### config.mk
export PLATFORM = sky130hd
export DESIGN_NAME = mux21_arbiter_flat
export DESIGN_NICKNAME = d
export VERILOG_FILES = /design/src/rtl/mux21_pkg.sv /design/src/rtl/mux21_arbiter_if.sv /design/src/rtl/mux21_rr_arbiter.sv /design/src/rtl/mux21_arbiter.sv /design/src/flat_wrapper.sv
export SDC_FILE = /design/constraint.sdc
export NUM_CORES = 1
export LEC_CHECK = 0
export CAP_MARGIN = 15
export CORE_MARGIN = 4
export CORE_UTILIZATION = 35
export CTS_BUF_LIST = sky130_fd_sc_hd__clkbuf_8
export CTS_CLUSTER_DIAMETER = 40
export DETAILED_ROUTE_END_ITERATION = 10
export GPL_ROUTABILITY_DRIVEN = 0
export PLACE_DENSITY = 0.68
export SYNTH_ARGS = -nofsm -noshare
export SYNTH_HDL_FRONTEND = slang
export SYNTH_SLANG_ARGS = --single-unit
### constraint.sdc
create_clock -name clk -period 2.9 [get_ports clk]
set_input_delay 0.29 -clock clk [delete_from_list [all_inputs] [get_ports clk]]
set_output_delay 0.29 -clock clk [all_outputs]
set_load 0.02 [all_outputs]
### src/rtl/mux21_pkg.sv
// Shared source encodings, widths and the burst-count helper for the 2:1 merge arbiter.
package mux21_pkg;

    typedef enum logic {
        SRC0 = 1'b0,
        SRC1 = 1'b1
    } src_e;

    localparam int BURST_W = 4;
    localparam int CNT_W   = 16;

    // Run length of the current grant, saturating at the burst limit.
    function automatic logic [BURST_W-1:0] burst_next(input logic [BURST_W-1:0] bc,
                                                      input logic [BURST_W-1:0] lim);
        return (bc >= lim) ? lim : bc + 1'b1;
    endfunction

endpackage

### src/rtl/mux21_arbiter_if.sv
// Bus bundle between the two source FIFOs, the merge arbiter and the downstream FIFO.
// slave is the arbiter's view; master is the view of whatever drives the FIFOs around it.
interface mux21_arbiter_if #(
    parameter int DATA_SIZE = 10
);
    logic [DATA_SIZE-1:0] in0;
    logic [DATA_SIZE-1:0] in1;
    logic                 fifo0_empty;
    logic                 fifo1_empty;
    logic                 fifo_out_almostfull;
    logic                 pop_0;
    logic                 pop_1;
    logic [DATA_SIZE-1:0] out;
    logic                 push;

    modport slave (
        input  in0, in1, fifo0_empty, fifo1_empty, fifo_out_almostfull,
        output pop_0, pop_1, out, push
    );

    modport master (
        output in0, in1, fifo0_empty, fifo1_empty, fifo_out_almostfull,
        input  pop_0, pop_1, out, push
    );
endinterface

### src/rtl/mux21_rr_arbiter.sv
// Burst-limited round-robin grant between the two source FIFOs; pops are combinational
// and the grant/run-length state only advances on cycles that actually pop.
module mux21_rr_arbiter
    import mux21_pkg::*;
#(
    parameter int BURST_MAX = 4
) (
    input  logic clk,
    input  logic reset,
    input  logic fifo0_empty,
    input  logic fifo1_empty,
    input  logic fifo_out_almostfull,
    output logic pop_0,
    output logic pop_1,
    output src_e sel
);

    localparam logic [BURST_W-1:0] BURST_LIM = BURST_W'(BURST_MAX);

    src_e               g;
    src_e               o;
    logic [BURST_W-1:0] bc;
    logic               g_empty;
    logic               o_empty;
    logic               sel_empty;
    logic               pop;

    // Stay on the granted source unless it ran dry or used its burst while the other waits.
    always_comb begin
        o         = (g == SRC0) ? SRC1 : SRC0;
        g_empty   = (g == SRC1) ? fifo1_empty : fifo0_empty;
        o_empty   = (o == SRC1) ? fifo1_empty : fifo0_empty;
        sel       = g;
        if (!o_empty && (g_empty || bc == BURST_LIM)) begin
            sel = o;
        end
        sel_empty = (sel == SRC1) ? fifo1_empty : fifo0_empty;
        pop       = !fifo_out_almostfull && !sel_empty && !reset;
        pop_0     = pop && (sel == SRC0);
        pop_1     = pop && (sel == SRC1);
    end

    always_ff @(posedge clk or posedge reset) begin
        if (reset) begin
            g  <= SRC0;
            bc <= '0;
        end else if (pop) begin
            g  <= sel;
            bc <= (sel == g) ? burst_next(bc, BURST_LIM) : BURST_W'(1);
        end
    end

endmodule

### src/rtl/mux21_arbiter.sv
// 2:1 merge: arbitrates two source FIFOs onto one downstream FIFO with a two-stage capture.
// Optional feature macro MUX21_ARBITER_COUNT_EN adds per-source push counters cnt0/cnt1.
module mux21_arbiter
    import mux21_pkg::*;
#(
    parameter int DATA_SIZE = 10,
    parameter int BURST_MAX = 4
) (
    input  logic              clk,
    input  logic              reset,
    mux21_arbiter_if.slave    bus
`ifdef MUX21_ARBITER_COUNT_EN
    ,
    output logic [CNT_W-1:0]  cnt0,
    output logic [CNT_W-1:0]  cnt1
`endif
);

    src_e                 sel;
    src_e                 sel_d;
    logic                 vld_d;
    logic [DATA_SIZE-1:0] capt;

    mux21_rr_arbiter #(
        .BURST_MAX(BURST_MAX)
    ) u_arb (
        .clk                (clk),
        .reset              (reset),
        .fifo0_empty        (bus.fifo0_empty),
        .fifo1_empty        (bus.fifo1_empty),
        .fifo_out_almostfull(bus.fifo_out_almostfull),
        .pop_0              (bus.pop_0),
        .pop_1              (bus.pop_1),
        .sel                (sel)
    );

    always_comb begin
        capt = (sel_d == SRC1) ? bus.in1 : bus.in0;
    end

    // Source data shows up the cycle after the pop, so the push lands two cycles after it.
    always_ff @(posedge clk or posedge reset) begin
        if (reset) begin
            vld_d    <= 1'b0;
            sel_d    <= SRC0;
            bus.out  <= '0;
            bus.push <= 1'b0;
        end else begin
            vld_d    <= bus.pop_0 | bus.pop_1;
            if (bus.pop_0 | bus.pop_1) begin
                sel_d <= sel;
            end
            bus.push <= vld_d;
            if (vld_d) begin
                bus.out <= capt;
            end
        end
    end

`ifdef MUX21_ARBITER_COUNT_EN
    always_ff @(posedge clk or posedge reset) begin
        if (reset) begin
            cnt0 <= '0;
            cnt1 <= '0;
        end else if (vld_d) begin
            if (sel_d == SRC1) begin
                cnt1 <= cnt1 + 1'b1;
            end else begin
                cnt0 <= cnt0 + 1'b1;
            end
        end
    end
`endif

endmodule

### src/flat_wrapper.sv
// flat-port wrapper written by rule: the top's interface ports become plain ports
module mux21_arbiter_flat import mux21_pkg::*;
#(
    parameter int DATA_SIZE = 10,
    parameter int BURST_MAX = 4
)
  (clk, reset, bus_in0, bus_in1, bus_fifo0_empty, bus_fifo1_empty, bus_fifo_out_almostfull, bus_pop_0, bus_pop_1, bus_out, bus_push);
  mux21_arbiter_if #(.DATA_SIZE(DATA_SIZE)) bus_i ();
  input  logic clk;
  input  logic reset;
  input wire logic [$bits(bus_i.in0)-1:0] bus_in0;
  input wire logic [$bits(bus_i.in1)-1:0] bus_in1;
  input wire logic [$bits(bus_i.fifo0_empty)-1:0] bus_fifo0_empty;
  input wire logic [$bits(bus_i.fifo1_empty)-1:0] bus_fifo1_empty;
  input wire logic [$bits(bus_i.fifo_out_almostfull)-1:0] bus_fifo_out_almostfull;
  output wire logic [$bits(bus_i.pop_0)-1:0] bus_pop_0;
  output wire logic [$bits(bus_i.pop_1)-1:0] bus_pop_1;
  output wire logic [$bits(bus_i.out)-1:0] bus_out;
  output wire logic [$bits(bus_i.push)-1:0] bus_push;
  assign bus_i.in0 = bus_in0;
  assign bus_i.in1 = bus_in1;
  assign bus_i.fifo0_empty = bus_fifo0_empty;
  assign bus_i.fifo1_empty = bus_fifo1_empty;
  assign bus_i.fifo_out_almostfull = bus_fifo_out_almostfull;
  assign bus_pop_0 = bus_i.pop_0;
  assign bus_pop_1 = bus_i.pop_1;
  assign bus_out = bus_i.out;
  assign bus_push = bus_i.push;
  mux21_arbiter #(.DATA_SIZE(DATA_SIZE), .BURST_MAX(BURST_MAX)) u_core (.clk(clk), .reset(reset), .bus(bus_i));
endmodule
==> results.sh, run 1 <==
export IMPL_drive_above_1_share_pct=5.65
export IMPL_clock_sinks=18
export IMPL_fin_crit_sh_pct=90.2
export IMPL_drt_wl_total_um=2010
export IMPL_die_area_um2=3400
export IMPL_wl_per_cell_um=13.2
export IMPL_powerDensity_nw_per_um2=613
export IMPL_die_h_um=58.3
export IMPL_cts_setup_buffers=0
export IMPL_required_ns=2.61
export IMPL_p_leak_uw=0.000563
export IMPL_power_switching_uw=253
export IMPL_grt_setup_unrepaired="no"
export IMPL_postSynthNetCount=114
export IMPL_finalPower_uw=815
export IMPL_insertion_delay_ns=0.25
export IMPL_period_minus_slack_ns=2.61
export IMPL_num_nets_final=152
export IMPL_drc_errors=0
export IMPL_syn_inst=87
export IMPL_cts_root_buf="clkbuf_8"
export IMPL_io_pins=38
export IMPL_p_seq_share_pct=43.0
export IMPL_tns_ns=0
export IMPL_viasPerCell=4.93
export IMPL_io_buffers=37
export IMPL_finalMaxSlewViolations=0
export IMPL_path_class="reg -> out"
export IMPL_gr_total_overflow=0
export IMPL_clk_pin_slew_ns=0.07
export IMPL_clockBufferDepth=2
export IMPL_core_rowCount=17
export IMPL_power_internal_uw=562
export IMPL_antenna_cells=0
export IMPL_vias=749
export IMPL_setup_violations=0
export IMPL_hp_class="reg -> reg"
export IMPL_finalHoldViolCount=0
export IMPL_layout_filler_cells=206
export IMPL_sw_frac_of_total_pct=31.0
export IMPL_path_max_fanout=4
export IMPL_area_growth_pct=49.9
export IMPL_grt_usage_pct=13.3
export IMPL_syn_mean_instance_area_um2=10.2
export IMPL_power_frac_clock_pct=24.7
export IMPL_clock_fmax_mhz=382
export IMPL_cts_hold_buf=0
export IMPL_status="complete, no violations"
export IMPL_ys_ff_latch=18
export IMPL_yosysWarnings=0
export IMPL_ys_types=25
export IMPL_drv_cap=0
export IMPL_grt_max_degree=22
export IMPL_antenna_found_initial=0
export IMPL_dieWidth_um=58.3
export IMPL_worst_setup_path_start_kind="flop"
export IMPL_tightest_slew_ns=0.673
export IMPL_hpwlAfterDp_um=1590
export IMPL_core_area_um2=2320
export IMPL_slew_headroom_pct=55.1
export IMPL_post_dp_cell_area_um2=1270
export IMPL_first_global_vias=787
export IMPL_setup_slack_ns=0.285
export IMPL_critical_path_arrival_ns=2.32
export IMPL_firstDrtPassIters=4
export IMPL_clock_skew_ns=0.00490
export IMPL_start_util_pct=38.3
export IMPL_synth_area_um2=887
export IMPL_place_ws_ns=0.538
export IMPL_drt_iter0_drc=17
export IMPL_final_area_um2=1330
export IMPL_postRouteAntennaNets=0
export IMPL_worst_setup_path_end_kind="output pin"
export IMPL_yosysSeqAreaShare_pct=50.8
export IMPL_pwr_share_comb_pct=32.3
export IMPL_cts_repair_resized=0
export IMPL_cts_tree="yes"
export IMPL_h_tree_depth=1
export IMPL_ir_drop_v=0.000420
export IMPL_grt_pass1_wl_um=3460
export IMPL_numCtsBuffers=3
[per-layer routing]
metal	vias to the layer above	routed length, um	GRT usage (%)
li1	382	-	-
met1	351	750	14.1
met2	14	1130	24.4
met3	2	108	4.61
met4	0	23	3.97
met5	-	0	0
[flip-flops by register name (all words and copies together) (netlist names)]
signal and count:
u_core.bus.out 10, u_core.u_arb.bc 4, u_core.bus.push 1, u_core.sel_d 1, u_core.u_arb.g 1, u_core.vld_d 1
[Yosys cell counts]
cell | instances | share of area [%]
a2111oi_2 | 1 | 1.7
a211o_1 | 1 | 0.99
a211oi_2 | 1 | 1.4
a21oi_1 | 12 | 6.8
a221oi_1 | 1 | 0.99
and3b_2 | 1 | 1.1
buf_2 | 2 | 1.1
clkbuf_1 | 2 | 0.85
dfrtp_1 | 18 | 51
ha_1 | 2 | 2.8
inv_1 | 5 | 2.1
mux2i_1 | 11 | 12
nand2_1 | 2 | 0.85
nand2b_1 | 2 | 1.4
nand3_1 | 1 | 0.56
nor2_1 | 14 | 5.9
nor2b_1 | 1 | 0.71
nor3_1 | 2 | 1.1
nor4_1 | 1 | 0.71
o211ai_1 | 1 | 0.85
o21a_1 | 1 | 0.85
o21ai_0 | 2 | 1.1
o311a_1 | 1 | 1.1
or3_1 | 1 | 0.71
xnor2_1 | 1 | 0.99
[per-stage QoR]
step / std cells / util (%) / hold slack [ns]
global route: 152 / 57.4 / 0.554
global placement: 148 / 55.0 / 0.511
detailed placement: 148 / 55.0 / 0.519
floorplan: 87 / - / 0.229
CTS: 152 / 57.4 / 0.535
finish: 152 / 57.4 / 0.528
[final cells by class]
cell class	instances	area [um^2]	share of cell area, %
Timing Repair Buffer	37	370	27.8
Multi-Input combinational cell	60	400	30.1
Clock buffer	4	55.1	4.14
Sequential cell	18	450	33.9
Tap cell	28	35.0	2.63
Inverter	5	18.8	1.41
[power groups by stage]
| stage | logic [uW] | clock network [uW] | registers, uW |
|---|---|---|---|
| floorplan | 124 | 0 | 371 |
| global placement | 258 | 0 | 353 |
| detailed placement | 267 | 0 | 356 |
| CTS | 267 | 208 | 351 |
| global route | 291 | 221 | 360 |
| finish | 263 | 202 | 350 |
[kinds of logic (layout without fill, tap and decap cells)]
kind of cell               Yosys count  in the layout  share of synthesized area, %
adders and majority gates            2              2                          2.82
and+or+nand+nor                     25             25                          13.1
muxes                               11             11                          12.4
buffers and inverters                9             46                          4.09
xor gates and xnor gates             1              1                         0.987
AOI/OAI and AO/OA                   21             21                          15.8
DFF                                 18             18                          50.8
[worst paths after layout]
kind | cells past startpoint | slack [ns] | from | to
max in group asynchronous | 2 | 1.85 | reset | u_core.bus.out[3]$_DFFE_PP0P_
hold reg to reg | 2 | 0.53 | u_core.bus.out[9]$_DFFE_PP0P_ | u_core.bus.out[9]$_DFFE_PP0P_
min in group asynchronous | 2 | 0.62 | reset | u_core.bus.out[6]$_DFFE_PP0P_
setup reg to reg | 5 | 1.36 | u_core.u_arb.bc[0]$_DFFE_PP0N_ | u_core.u_arb.bc[0]$_DFFE_PP0N_
hold / removal | 2 | 0.53 | u_core.bus.out[9]$_DFFE_PP0P_ | u_core.bus.out[9]$_DFFE_PP0P_
setup / recovery | 6 | 0.29 | u_core.u_arb.bc[0]$_DFFE_PP0N_ | bus_pop_1
[worst max-delay path, cell delays in order, from the launching register on]
cell and delay, ns:
dfrtp_1 0.37, inv_1 0.07, ha_1 0.19, and3b_2 0.24, xnor2_1 0.18, a2111oi_2 0.37, clkdlybuf4s50_1 0.66
[layout by cell type (no fill, tap or decap), types with 2 or more instances in the layout]
cell type,Yosys,routed
o21ai_0,2,2
ha_1,2,2
mux2i_1,11,11
clkbuf_8,0,4
a21oi_1,12,12
nor3_1,2,2
dfrtp_1,18,18
nand2_1,2,2
inv_1,5,5
nand2b_1,2,2
nor2_1,14,14
clkdlybuf4s50_1,0,37
(Power assumes the default switching activity.)
==> run 2, diff against run 1 <==
- SETUP_SLACK_MARGIN: not set -> 0.3
- clock period: 2.9 -> 2.6 ns (I/O delays scaled with it)
==> results.sh, run 2 (synthesis gave the netlist of run 1 again) <==
export IMPL_gr_total_overflow=0
export IMPL_slowest_delay_ns=0.37
export IMPL_area_growth_pct=48.5
export IMPL_numCtsBuffers=3
export IMPL_clock_skew_ns=0.00157
export IMPL_final_common_cell="clkdlybuf4s50_1"
export IMPL_power_frac_clock_pct=21.0
export IMPL_r2r_end="u_core.u_arb.bc[0]$_DFFE_PP0N_"
export IMPL_rrSetupSlack_ns=1.04
export IMPL_grt_max_degree=22
export IMPL_grt_setup_unrepaired="no"
export IMPL_min_path_cells=2
export IMPL_worst_setup_path_start_kind="flop"
export IMPL_min_delay_start="u_core.bus.out[6]$_DFFE_PP0P_"
export IMPL_place_ws_ns=0.268
export IMPL_period_minus_slack_ns=2.13
export IMPL_cts_repair_resized=3
export IMPL_cts_setup_buffers=0
export IMPL_r2r_start="u_core.u_arb.bc[0]$_DFFE_PP0N_"
export IMPL_hp_class="reg -> reg"
export IMPL_sw_frac_of_total_pct=31.3
export IMPL_largest_reg_flops=10
export IMPL_die_h_um=58.3
export IMPL_path_class="reg -> out"
export IMPL_cts_hold_buf=0
export IMPL_die_area_um2=3400
export IMPL_largest_register="u_core.bus.out"
export IMPL_cts_tree="yes"
export IMPL_area_sequential_um2=450
export IMPL_hold_end="u_core.bus.out[6]$_DFFE_PP0P_"
export IMPL_tns_ns=0
export IMPL_cts_root_buf="clkbuf_8"
export IMPL_powerDensity_nw_per_um2=661
export IMPL_fin_crit_sh_pct=81.8
export IMPL_path_max_fanout=4
export IMPL_vias=743
export IMPL_insertion_delay_ns=0.25
export IMPL_hpwlAfterDp_um=1620
export IMPL_slew_headroom_pct=55.2
export IMPL_critical_path_arrival_ns=1.87
export IMPL_h_tree_depth=1
export IMPL_mostFrequentLayoutCells="clkdlybuf4s50_1, dfrtp_1, nor2_1"
export IMPL_finalMaxSlewViolations=0
export IMPL_grt_pass1_wl_um=3480
export IMPL_core_rowCount=17
export IMPL_clockBufferDepth=2
export IMPL_first_global_vias=728
export IMPL_power_internal_uw=598
export IMPL_start_util_pct=38.3
export IMPL_required_ns=2.34
export IMPL_worst_setup_path_end_kind="output pin"
export IMPL_setup_slack_ns=0.473
export IMPL_core_area_um2=2320
export IMPL_antenna_found_initial=0
export IMPL_drv_cap=0
export IMPL_path_buf_inv=2
export IMPL_layout_filler_cells=211
export IMPL_dieWidth_um=58.3
export IMPL_multi_input_comb_area_um2=408
export IMPL_path_cells="inv_1 -> ha_1 -> and3b_2 -> xnor2_2 -> a2111oi_2 -> clkbuf_2"
export IMPL_tightest_slew_ns=0.671
export IMPL_p_leak_uw=0.000568
export IMPL_drive_above_1_share_pct=6.50
export IMPL_cp_top_family="flip-flops"
export IMPL_io_buffers=37
export IMPL_drc_errors=0
export IMPL_clock_fmax_mhz=470
export IMPL_reg_largest_list="u_core.bus.out (10), u_core.u_arb.bc (4)"
export IMPL_p_seq_share_pct=45.0
export IMPL_clk_pin_slew_ns=0.06
export IMPL_postRouteAntennaNets=0
export IMPL_grt_usage_pct=13.4
export IMPL_num_nets_final=152
export IMPL_ir_drop_v=0.000439
export IMPL_r2r_cells=5
export IMPL_finalHoldViolCount=0
export IMPL_power_switching_uw=272
export IMPL_status="complete, no violations"
export IMPL_drt_iter0_drc=12
export IMPL_antenna_cells=0
export IMPL_drt_wl_total_um=2010
export IMPL_io_pins=38
export IMPL_critPathSlowestCell="dfrtp_1"
export IMPL_wl_per_cell_um=13.3
export IMPL_viasPerCell=4.92
export IMPL_pwr_share_comb_pct=34.0
export IMPL_firstDrtPassIters=4
export IMPL_setup_violations=0
export IMPL_clock_sinks=18
[run 2: cell count changes in the layout (fill, tap and decap cells not counted)]
cell and change:
clkbuf_2 +1, xnor2_1 -1, clkbuf_8 -1, clkdlybuf4s50_1 -2
xnor2_2 +1, dlygate4sd2_1 +1
[run 2: area by class of cell]
cell class                      instances  share of cell area [%]
Inverter                                5                    1.42
Multi-Input combinational cell         60                    31.0
Sequential cell                        18                    34.2
Clock buffer                            3                    3.13
Timing Repair Buffer                   37                    27.6
Tap cell                               28                    2.66
[run 2: power groups by stage]
stage               combinational [uW]  clock (uW)  sequential [uW]
floorplan                          139           0              414
global placement                   288           0              393
detailed placement                 298           0              396
CTS                                302         194              393
global route                       332         205              404
finish                             296         183              391
[run 2: how the worst max path moves through the flow]
stage                end  slack (ns)  cells past startpoint                            from
3_3_place_gp   bus_pop_1        0.35                      6  u_core.u_arb.bc[0]$_DFFE_PP0N_
3_5_place_dp   bus_pop_1        0.27                      6  u_core.u_arb.bc[0]$_DFFE_PP0N_
5_1_grt        bus_pop_1        0.34                      6  u_core.u_arb.bc[0]$_DFFE_PP0N_
2_1_floorplan  bus_pop_1        0.74                      5  u_core.u_arb.bc[0]$_DFFE_PP0N_
4_1_cts        bus_pop_1        0.31                      6  u_core.u_arb.bc[0]$_DFFE_PP0N_
6_report       bus_pop_1        0.47                      6  u_core.u_arb.bc[0]$_DFFE_PP0N_
[run 2: metrics by stage]
step / util [%] / cell area (um^2) / total power [uW] / std cells / hold slack, ns
3_5_place_dp: 55.0 / 1270 / 693 / 148 / 0.515
3_3_place_gp: 55.0 / 1270 / 681 / 148 / 0.511
5_1_grt: 56.8 / 1320 / 941 / 151 / 0.569
6_report: 56.8 / 1320 / 870 / 151 / 0.525
2_1_floorplan: - / 887 / 553 / 87 / 0.199
4_1_cts: 57.0 / 1320 / 889 / 151 / 0.534
[run 2: routing by layer]
| metal | routed length (um) | track usage, % |
|---|---|---|
| met1 | 739 | 15.4 |
| met2 | 1160 | 23.4 |
| met3 | 111 | 4.61 |
| met4 | 0 | 3.97 |
| met5 | 0 | 0 |
[run 2: tightest hold or removal path, cell delays in order (launching register included)]
cell and delay [ns]:
dfrtp_1 0.35, nor2_1 0.04, a21oi_1 0.09
==> run 3, diff against run 2 <==
- clock period: 2.6 -> 2.2 ns (I/O delays scaled with it)
==> results.sh, run 3 (synthesis gave the netlist of run 1 again) <==
export IMPL_numCtsBuffers=3
export IMPL_power_switching_uw=343
export IMPL_gr_total_overflow=0
export IMPL_ir_drop_v=0.000482
export IMPL_finalMaxSlewViolations=0
export IMPL_reg_largest_list="u_core.bus.out (10), u_core.u_arb.bc (4)"
export IMPL_grt_setup_unrepaired="yes"
export IMPL_die_area_um2=3400
export IMPL_core_rowCount=17
export IMPL_finalPower_uw=1090
export IMPL_required_ns=1.98
export IMPL_placedCellCount=153
export IMPL_grt_pass1_wl_um=3660
export IMPL_p_seq_share_pct=42.3
export IMPL_period_minus_slack_ns=1.90
export IMPL_drt_wl_total_um=2140
export IMPL_setup_slack_ns=0.297
export IMPL_wl_per_cell_um=13.6
export IMPL_insertion_delay_ns=0.24
export IMPL_hp_class="reg -> reg"
export IMPL_firstDrtPassIters=4
export IMPL_place_ws_ns=0.0274
export IMPL_powerDensity_nw_per_um2=795
export IMPL_fin_crit_sh_pct=86.5
export IMPL_num_nets_final=159
export IMPL_die_h_um=58.3
export IMPL_clk_pin_slew_ns=0.06
export IMPL_area_growth_pct=55.0
export IMPL_tns_ns=0
export IMPL_final_instance_count_excl_fill=158
export IMPL_postRouteAntennaNets=0
export IMPL_h_tree_depth=1
export IMPL_cts_tree="yes"
export IMPL_grt_usage_pct=13.8
export IMPL_tightest_slew_ns=0.658
export IMPL_largest_register="u_core.bus.out"
export IMPL_grt_max_degree=22
export IMPL_worst_setup_path_start_kind="flop"
export IMPL_rrSetupSlack_ns=0.59
export IMPL_worst_setup_path_end_kind="output pin"
export IMPL_clock_sinks=18
export IMPL_drive_above_1_share_pct=13.8
export IMPL_post_dp_cell_area_um2=1310
export IMPL_critical_path_arrival_ns=1.68
export IMPL_start_util_pct=38.3
export IMPL_dieWidth_um=58.3
export IMPL_clock_fmax_mhz=525
export IMPL_slew_headroom_pct=56.1
export IMPL_io_buffers=37
export IMPL_sw_frac_of_total_pct=31.4
export IMPL_clockBufferDepth=2
export IMPL_antenna_found_initial=0
export IMPL_antenna_cells=0
export IMPL_status="complete, no violations"
export IMPL_io_pins=38
export IMPL_p_leak_uw=0.000600
export IMPL_drv_cap=0
export IMPL_vias=786
export IMPL_hpwlAfterDp_um=1720
export IMPL_largest_reg_flops=10
export IMPL_first_global_vias=848
export IMPL_cts_root_buf="clkbuf_8"
export IMPL_path_max_fanout=2
export IMPL_clock_skew_ns=0.00208
export IMPL_mostFrequentLayoutCells="clkdlybuf4s50_1, dfrtp_1, nor2_1"
export IMPL_final_area_um2=1380
export IMPL_path_class="reg -> out"
export IMPL_power_frac_clock_pct=20.1
export IMPL_pwr_share_comb_pct=37.6
export IMPL_power_internal_uw=751
export IMPL_core_area_um2=2320
export IMPL_cts_hold_buf=0
export IMPL_drt_iter0_drc=11
export IMPL_finalHoldViolCount=0
export IMPL_viasPerCell=4.97
export IMPL_setup_violations=0
export IMPL_drc_errors=0
export IMPL_final_common_cell="clkdlybuf4s50_1"
run 3: what timing repair did:
action / CTS / global route
pin swaps: 1 / 0
endpoints found under the setup margin: 2 / 2
resized for setup: 10 / 4
buffers inserted: 1 / 1
endpoints found under the hold margin: 0 / 0
run 3: critical path, cell delays in order, from the launching register on:
cell,delay (ns)
dfrtp_1,0.36
inv_2,0.04
ha_2,0.16
and3b_2,0.23
xnor2_2,0.14
a2111oi_2,0.28
buf_2,0.22
run 3: layout make-up:
cell class | instances | area, um^2
Clock buffer | 3 | 41.3
Fill cell | 210 | 943
Inverter | 5 | 18.8
Multi-Input combinational cell | 60 | 410
Sequential cell | 18 | 450
Tap cell | 28 | 35.0
Timing Repair Buffer | 44 | 419
run 3: through the flow:
step                hold WS (ns)  utilization (%)
global placement           0.511             56.6
finish                     0.524             59.3
detailed placement         0.516             56.6
floorplan                  0.159                -
global route               0.548             59.3
CTS                        0.531             58.6
run 3: power groups by stage:
stage                     Clock [uW]  Sequential (uW)  Combinational, uW
final                            220              463                411
after global routing             248              473                455
after CTS                        229              461                403
after detailed placement           0              467                387
after global placement             0              463                373
after floorplan                    0              490                164
run 3: path summary, 6_finish.rpt:
check                                                from                             end  cells past startpoint
setup / recovery           u_core.u_arb.bc[0]$_DFFE_PP0N_                       bus_pop_1                      6
hold / removal              u_core.bus.out[9]$_DFFE_PP0P_   u_core.bus.out[9]$_DFFE_PP0P_                      2
setup reg to reg           u_core.u_arb.bc[0]$_DFFE_PP0N_  u_core.u_arb.bc[0]$_DFFE_PP0N_                      6
hold reg to reg             u_core.bus.out[9]$_DFFE_PP0P_   u_core.bus.out[9]$_DFFE_PP0P_                      2
max in group asynchronous                           reset   u_core.bus.out[1]$_DFFE_PP0P_                      2
min in group asynchronous                           reset  u_core.u_arb.bc[0]$_DFFE_PP0N_                      2
run 3: metal layers:
layer  routed length (um)  vias to the layer above  GRT usage, %
met4                   41                        0          5.30
met3                   98                        4          3.73
met5                    0                        -             0
li1                     -                      395             -
met2                 1190                       15          25.0
met1                  812                      372          15.2
